[src/rtl/program_loader.sv]
`default_nettype none
// ============================================================================
// Module   : program_loader
// Brief    : Boot loader assembling UART bytes into program words, writing
//            them to program memory and releasing the CPU after an ack byte.
// Revision : 1.0 - initial release
// ============================================================================
module program_loader #(
    parameter int BITS   = 16,
    parameter int DTBITS = BITS - 5,
    parameter int OPBITS = BITS - DTBITS,
    parameter int BYTE   = 8
) (
    input  logic              i_clock,
    input  logic              i_reset,
    input  logic [BYTE-1:0]   i_rx_data,
    input  logic              i_rx_done,
    input  logic              i_tx_done,
    output logic              o_tx_start,
    output logic [BYTE-1:0]   o_tx_data,
    output logic              o_prog_we,
    output logic [DTBITS-1:0] o_prog_addr,
    output logic [BITS-1:0]   o_prog_data,
    output logic              o_cpu_reset,
    output logic              o_loaded
);

    localparam logic [2:0] c_LO  = 3'd0;
    localparam logic [2:0] c_HI  = 3'd1;
    localparam logic [2:0] c_WR  = 3'd2;
    localparam logic [2:0] c_ACK = 3'd3;
    localparam logic [2:0] c_RUN = 3'd4;

    logic [2:0]        r_state;
    logic [2:0]        w_next_state;
    logic [DTBITS-1:0] r_addr;
    logic [DTBITS:0]   r_wcount;
    logic [DTBITS:0]   w_wcount_next;
    logic [BITS-1:0]   r_word;
    logic [OPBITS-1:0] w_opcode;
    logic              w_terminal;

    logic              w_we_d;
    logic              w_tx_start_d;
    logic [BYTE-1:0]   w_tx_data_d;
    logic              w_cpu_reset_d;
    logic              w_loaded_d;

    logic              r_we;
    logic              r_tx_start;
    logic [BYTE-1:0]   r_tx_data;
    logic              r_cpu_reset;
    logic              r_loaded;

    assign w_opcode      = r_word[BITS-1:DTBITS];
    assign w_terminal    = (w_opcode == '0) || (r_addr == {DTBITS{1'b1}});
    assign w_wcount_next = (r_state == c_WR) ? r_wcount + 1'b1 : r_wcount;

    // State register
    always_ff @(posedge i_clock or posedge i_reset) begin
        if (i_reset) begin
            r_state <= c_LO;
        end else begin
            r_state <= w_next_state;
        end
    end

    // Next-state logic
    always_comb begin
        w_next_state = r_state;
        case (r_state)
            c_LO:    if (i_rx_done) w_next_state = c_HI;
            c_HI:    if (i_rx_done) w_next_state = c_WR;
            c_WR:    w_next_state = w_terminal ? c_ACK : c_LO;
            c_ACK:   if (i_tx_done) w_next_state = c_RUN;
            c_RUN:   w_next_state = c_RUN;
            default: w_next_state = c_LO;
        endcase
    end

    // Outputs are computed from the upcoming state and registered, so each
    // strobe lines up with the state it belongs to and cannot glitch.
    always_comb begin
        w_we_d        = (w_next_state == c_WR);
        w_tx_start_d  = (r_state == c_WR) && (w_next_state == c_ACK);
        w_tx_data_d   = (w_next_state == c_ACK) ? w_wcount_next[BYTE-1:0] : '0;
        w_cpu_reset_d = (w_next_state != c_RUN);
        w_loaded_d    = (w_next_state == c_RUN);
    end

    always_ff @(posedge i_clock or posedge i_reset) begin
        if (i_reset) begin
            r_we        <= 1'b0;
            r_tx_start  <= 1'b0;
            r_tx_data   <= '0;
            r_cpu_reset <= 1'b1;
            r_loaded    <= 1'b0;
        end else begin
            r_we        <= w_we_d;
            r_tx_start  <= w_tx_start_d;
            r_tx_data   <= w_tx_data_d;
            r_cpu_reset <= w_cpu_reset_d;
            r_loaded    <= w_loaded_d;
        end
    end

    // Address holds on the terminal write so the last address is never wrapped.
    always_ff @(posedge i_clock or posedge i_reset) begin
        if (i_reset) begin
            r_addr   <= '0;
            r_wcount <= '0;
            r_word   <= '0;
        end else begin
            r_wcount <= w_wcount_next;
            if (r_state == c_LO && i_rx_done) begin
                r_word[BYTE-1:0] <= i_rx_data;
            end
            if (r_state == c_HI && i_rx_done) begin
                r_word[BITS-1:BYTE] <= i_rx_data[BITS-BYTE-1:0];
            end
            if (r_state == c_WR && !w_terminal) begin
                r_addr <= r_addr + 1'b1;
            end
        end
    end

    assign o_prog_we   = r_we;
    assign o_prog_addr = r_addr;
    assign o_prog_data = r_word;
    assign o_tx_start  = r_tx_start;
    assign o_tx_data   = r_tx_data;
    assign o_cpu_reset = r_cpu_reset;
    assign o_loaded    = r_loaded;

endmodule
`default_nettype wire
[config.mk]
export PLATFORM = sky130hd
export DESIGN_NAME = program_loader
export DESIGN_NICKNAME = d
export VERILOG_FILES = /design/src/rtl/program_loader.sv
export SDC_FILE = /design/constraint.sdc
export NUM_CORES = 1
export LEC_CHECK = 0
export CAP_MARGIN = 20
export CORE_ASPECT_RATIO = 1.5
export CORE_MARGIN = 8
export CORE_UTILIZATION = 53
export DETAILED_ROUTE_END_ITERATION = 8
export MAX_ROUTING_LAYER = met4
export PLACE_DENSITY_LB_ADDON = 0.12
export SLEW_MARGIN = 20
export SYNTH_ARGS = -nofsm -noshare
export SYNTH_HDL_FRONTEND = slang
export SYNTH_SLANG_ARGS = --single-unit
[constraint.sdc]
create_clock -name i_clock -period 2.75 [get_ports i_clock]
set_input_delay 0.4125 -clock i_clock [delete_from_list [all_inputs] [get_ports i_clock]]
set_output_delay 0.4125 -clock i_clock [all_outputs]
set_load 0.02 [all_outputs]
==> results of run 1 <==
-- power breakdown --
| group | internal (mW) | leakage [nW] | switching (mW) |
|---|---|---|---|
| Sequential | 0.964 | 0.644 | 0.203 |
| Combinational | 0.573 | 0.526 | 0.544 |
| Clock | 0.180 | 0.0385 | 0.225 |
| Total | 1.72 | 1.21 | 0.972 |
-- final timing paths --
path,start,end,slack (ps)
worst min-delay path,r_wcount[7]$_DFF_PP0_,r_wcount[7]$_DFF_PP0_,490
worst max-delay path,o_prog_addr[0]$_DFFE_PP0P_,o_tx_data[1]$_DFF_PP0_,900
min in group asynchronous,i_reset,o_prog_data[13]$_DFFE_PP0P_,590
worst min register to register,r_wcount[7]$_DFF_PP0_,r_wcount[7]$_DFF_PP0_,490
worst max register to register,o_prog_addr[0]$_DFFE_PP0P_,o_tx_data[1]$_DFF_PP0_,900
max in group asynchronous,i_reset,r_wcount[0]$_DFF_PP0_,1770
-- cell type report --
class,count,area (µm²),share of cell area [%]
flip-flops and latches,50,1250,45.9
inverters,4,15.0,0.551
clock buffers,7,76.3,2.80
clock inverters,1,7.51,0.275
multi-input cells,97,811,29.7
repair buffers,51,508,18.6
well taps,45,56.3,2.07
-- logic make-up (layout without fill, tap and decap cells) --
| kind of cell | after synthesis | after routing |
|---|---|---|
| mux | 18 | 18 |
| flops | 50 | 50 |
| xor+xnor | 16 | 16 |
| fa+ha+maj | 2 | 2 |
| buf+inv | 9 | 63 |
| simple gates | 48 | 48 |
| compound gates | 13 | 13 |
-- cells in the mapped netlist, drive strengths merged --
library cell,number
buf,5
ha,2
a21boi,8
nand4,7
a22o,2
nor3,6
mux2,18
inv,4
and3b,1
or2b,1
or4,1
a31o,1
dfrtp,49
nor4b,1
nand3,5
nand2,10
xnor2,4
o21ai,2
nor4,3
nor2,8
and3,2
xor2,12
nor3b,2
or3b,1
dfstp,1
-- through the flow --
| stage | utilization, % | setup WS [ps] | hold slack [ps] | std cells |
|---|---|---|---|---|
| 2_1_floorplan | - | 998 | 460 | 156 |
| 3_3_place_gp | 68.0 | 948 | 479 | 247 |
| 3_5_place_dp | 68.0 | 907 | 482 | 247 |
| 4_1_cts | 70.1 | 881 | 496 | 255 |
| 5_1_grt | 70.1 | 726 | 534 | 255 |
| 6_report | 70.1 | 897 | 494 | 255 |
-- registers in the layout, summed over array words and instances (netlist names) --
name and flops:
o_prog_data 16, o_prog_addr 11, o_tx_data 8, r_wcount 8, r_state 3, o_cpu_reset 1, o_loaded 1, o_prog_we 1
o_tx_start 1
-- per-layer routing --
metal,track usage [%],up-vias
met4,6.30,0
met1,15.7,665
li1,-,646
met5,-,-
met2,23.8,55
met3,5.39,10
==> impl_metrics.py, run 1 <==
metrics = {
    "outcome": {
        "status": "completed",
    },
    "routing": {
        "dr_wl_met2_mm": 2.15,
        "initialDrtViolationCount": 41,
        "routed-wl-met3_um": 317,
        "vias": 1376,
        "ant_nets": 0,
        "wl_mm": 4.23,
        "wl_per_cell_um": 16.6,
        "firstDrtPassIters": 4,
        "top_layer": "met4",
        "vias_per_cell": 5.40,
        "met1_length_mm": 1.65,
        "drc": 0,
    },
    "min_path": {
        "min_path_type": "reg -> reg",
        "holdPathStages": 1,
    },
    "floorplanning": {
        "io_pins": 51,
        "start_util_pct": 54.6,
        "die_h_um": 93.5,
        "num_rows": 28,
        "core_area_um2": 3890,
        "dieArea_um2": 6330,
        "fp.dieW_um": 67.7,
    },
    "pwr": {
        "p_leak_nw": 1.21,
        "vdd_drop_max_mv": 0.734,
        "power_density_nw_per_um2": 986,
        "power_mw": 2.69,
    },
    "sta": {
        "hold_viol": 0,
        "rsz0062_at_grt": "false",
        "final.setup.tns_ps": 0,
        "period_share_pct": 67.4,
        "min_period_ps": 1850,
        "relSlewSlack_pct": 60.4,
        "worst_pin_slew_ps": 595,
        "finalSetupViolCount": 0,
        "fin_skew_ps": 7.81,
        "slew_viol_final": 0,
        "fmax_mhz": 540,
    },
    "setup_path": {
        "slowest_delay_ps": 500,
        "arrival_ps": 2060,
        "crit_path_cell_trace": "ha_1 > nand3_1 > nor3_2 > o21ai_2 > a21boi_0",
        "critPathTopFamily": "simple AND/OR/NAND/NOR gates",
        "slowest_stage": "nor3_2",
        "reg2regPathDepth": 5,
        "critPathMaxFanout": 11,
        "crit_required_ps": 2960,
        "path_depth": 5,
        "end_kind": "register",
        "start_kind": "register",
        "critical_path_class": "reg -> reg",
        "path_buf_inv": 0,
    },
    "synthesis": {
        "synthesis.area_um2": 2120,
        "synth_top_area_cell": "dfrtp_1",
        "synth_compound_area_share_pct": 5.24,
        "synthSimpleGateAreaFrac_pct": 14.9,
        "synthDominantCellAreaShare_pct": 57.7,
        "yosys-top-cells-area": "dfrtp_1, mux2_2, xor2_1",
        "synth_seq_area_share_pct": 59.0,
        "synthMuxAreaShare_pct": 9.54,
        "synth_top_family_by_area": "simple AND/OR/NAND/NOR gates",
        "synth_xor_area_share_pct": 7.30,
        "post_synth_num_cell_types": 36,
        "synthAdderAreaFrac_pct": 1.18,
        "synth_area_per_cell_um2": 13.6,
        "postSynthCellCount": 156,
        "synthesis.nets": 170,
        "ys_ff_latch": 50,
        "ys.warnings.count": 0,
    },
    "finish": {
        "antenna_cells": 0,
        "mostFrequentLayoutCells": "clkdlybuf4s50_1, dfrtp_1, mux2_2",
        "fin_nets": 223,
        "fin_area_um2": 2730,
        "area_delta_synth_final_pct": 28.3,
        "final_common_cell": "clkdlybuf4s50_1",
        "drive_gt1_share_pct": 21.4,
        "nFillCells": 291,
    },
    "placed_design": {
        "gp_congestion": 0.832,
        "port_buffers": 50,
        "dp_hpwl_mm": 3.13,
        "placed_area_um2": 2640,
    },
    "cts": {
        "clkSinkCount": 50,
        "post_cts_buffers": 0,
        "h-tree-depth": 2,
        "cts_hold_buf": 0,
        "cts_root_buf": "clkbuf_8",
        "cts_resized": 0,
        "clkLatencyLatePin_ps": 300,
        "numCtsBuffers": 5,
        "cts_tree": "yes",
        "clk_path_buf_depth": 2,
        "clk_pin_slew_worst_paths_ps": 90,
    },
    "global_routing": {
        "track_usage_pct": 14.8,
        "grt_pass1_wl_mm": 7.00,
        "grt_max_degree": 51,
        "grt_pass1_vias": 1509,
        "overflow": 0,
        "antenna_found_initial": 0,
    },
    "flow_run": {
        "drv_cap": 0,
    },
}
(Power assumes the default switching activity.)
==> run 2, diff against run 1 <==
--- a/config.mk
+++ b/config.mk
@@ -8,7 +8,7 @@
 export CAP_MARGIN = 20
 export CORE_ASPECT_RATIO = 1.5
 export CORE_MARGIN = 8
-export CORE_UTILIZATION = 53
+export CORE_UTILIZATION = 49
 export DETAILED_ROUTE_END_ITERATION = 8
 export MAX_ROUTING_LAYER = met4
 export PLACE_DENSITY_LB_ADDON = 0.12
==> constraint.sdc (replaced) <==
create_clock -name i_clock -period 1.94 [get_ports i_clock]
set_input_delay 0.291 -clock i_clock [delete_from_list [all_inputs] [get_ports i_clock]]
set_output_delay 0.291 -clock i_clock [all_outputs]
set_load 0.02 [all_outputs]
==> run 2 against run 1 <==
Compared with the run above: non-clock buffer count is 3 higher; highest routed layer unchanged; via count is 2.5% higher; clock power is 51% higher; sequential cell count stayed put; maximum frequency is 4.0% higher; critical path type unchanged; hold slack worse by 140 ps; largest cell class unchanged; critical endpoint is now o_tx_data[2]$_DFF_PP0_; global-route usage is 1.5 points lower; setup slack worse by 740 ps.
==> impl_metrics.py, run 2 (same netlist as run 1, synthesis figures left out) <==
metrics = {
    "global_routing": {
        "track_usage_pct": 13.2,
        "grt_max_degree": 29,
        "overflow": 0,
        "grt_pass1_wl_mm": 7.23,
        "grt_pass1_vias": 1535,
        "antenna_found_initial": 0,
    },
    "cts": {
        "numCtsBuffers": 5,
        "post_cts_buffers": 0,
        "cts_tree": "yes",
        "clk_pin_slew_worst_paths_ps": 90,
        "clkLatencyLatePin_ps": 300,
        "cts_hold_buf": 0,
        "cts_resized": 0,
        "cts_root_buf": "clkbuf_8",
        "h-tree-depth": 2,
        "clk_path_buf_depth": 2,
        "clkSinkCount": 50,
    },
    "placed_design": {
        "port_buffers": 50,
        "place_ws_ps": 148,
        "gp_congestion": 0.847,
        "dp_hpwl_mm": 3.22,
    },
    "finish": {
        "area_delta_synth_final_pct": 29.8,
        "fin_nets": 226,
        "final_common_cell": "clkdlybuf4s50_1",
        "largest_reg_flops": 16,
        "mostFrequentLayoutCells": "clkdlybuf4s50_1, dfrtp_1, mux2_2",
        "antenna_cells": 0,
        "drive_gt1_share_pct": 23.0,
        "nFillCells": 348,
    },
    "setup_path": {
        "critical_path_class": "reg -> reg",
        "arrival_ps": 1930,
        "start_kind": "register",
        "end_kind": "register",
        "crit_required_ps": 2090,
        "slowest_delay_ps": 420,
        "critPathMaxFanout": 11,
        "slowest_stage": "dfrtp_1",
        "crit_path_cell_trace": "ha_1 > nand3_1 > nor3_2 > buf_4 > o21ai_2 > a21boi_0",
    },
    "sta": {
        "period_share_pct": 91.9,
        "relSlewSlack_pct": 67.7,
        "fin_ws_ps": 158,
        "slew_viol_final": 0,
        "fmax_mhz": 561,
        "rsz0062_at_grt": "false",
        "fin_skew_ps": 5.09,
        "final.setup.tns_ps": 0,
        "finalSetupViolCount": 0,
        "worst_pin_slew_ps": 484,
        "min_period_ps": 1780,
        "hold_viol": 0,
    },
    "flow_run": {
        "drv_cap": 0,
    },
    "pwr": {
        "p_leak_nw": 1.23,
        "power_mw": 3.87,
        "vdd_drop_max_mv": 1.10,
        "power_density_nw_per_um2": 1400,
    },
    "floorplanning": {
        "io_pins": 51,
        "dieArea_um2": 6740,
        "start_util_pct": 50.5,
        "die_h_um": 96.6,
        "fp.dieW_um": 69.8,
        "num_rows": 29,
        "core_area_um2": 4210,
    },
    "outcome": {
        "status": "completed",
    },
    "routing": {
        "initialDrtViolationCount": 57,
        "wl_per_cell_um": 16.6,
        "vias_per_cell": 5.45,
        "firstDrtPassIters": 4,
        "vias": 1411,
        "ant_nets": 0,
        "drc": 0,
        "wl_mm": 4.30,
    },
    "min_path": {
        "min_path_type": "in -> async",
    },
}
[run 2: changes by cell type in the layout (fill, tap and decap cells not counted), sizes merged]
cell      previous run  this run
clkinvlp             1         0
clkinv               0         1
buf                  1         4
[run 2: path summary, 6_finish.rpt]
path | slack [ps] | endpoint | start | cells past startpoint
setup / recovery | 160 | o_tx_data[2]$_DFF_PP0_ | o_prog_addr[0]$_DFFE_PP0P_ | 6
hold / removal | 350 | o_prog_data[13]$_DFFE_PP0P_ | i_reset | 3
setup reg to reg | 160 | o_tx_data[2]$_DFF_PP0_ | o_prog_addr[0]$_DFFE_PP0P_ | 6
hold reg to reg | 490 | r_wcount[7]$_DFF_PP0_ | r_wcount[7]$_DFF_PP0_ | 1
max in group asynchronous | 1270 | o_cpu_reset$_DFF_PP1_ | i_reset | 3
min in group i_clock | 490 | r_wcount[7]$_DFF_PP0_ | r_wcount[7]$_DFF_PP0_ | 1
[run 2: power by group]
group          switching, mW  internal (mW)
Combinational          0.787          0.824
Sequential             0.279           1.37
Clock                  0.325          0.288
[run 2: through the flow]
| step | util, % | cells | instance area [µm²] | hold WS [ps] |
|---|---|---|---|---|
| finish | 65.5 | 259 | 2760 | 353 |
| global route | 65.5 | 259 | 2760 | 399 |
| CTS | 65.5 | 259 | 2760 | 350 |
| detailed placement | 63.3 | 251 | 2670 | 483 |
| global placement | 63.3 | 251 | 2670 | 478 |
| floorplan | - | 156 | 2120 | 424 |
[run 2: worst max-delay path, delay by kind of cell, from the launching register on]
| kind | cells | cell delay, ps |
|---|---|---|
| compound gates | 2 | 590 |
| fa+ha+maj | 1 | 230 |
| buf+inv | 1 | 160 |
| flops | 1 | 420 |
| simple gates | 2 | 240 |
[run 2: final cells by class]
class	count	area (µm²)	share of cell area, %
multi-input combinational	97	811	29.4
sequential	50	1250	45.4
tap	46	57.6	2.09
timing repair buffer	54	531	19.2
clock inverter	1	5.00	0.181
inverter	4	15.0	0.544
clock buffer	7	86.3	3.13
[run 2: metal layers]
layer / share of wire, % / up-vias / wire length, µm / global-route usage, %
met3: 5.3 / 5 / 228 / 4.60
met1: 39 / 715 / 1690 / 13.1
met5: 0 / - / 0 / -
li1: - / 652 / - / -
met2: 54 / 39 / 2340 / 23.3
met4: 1.0 / 0 / 45 / 4.66
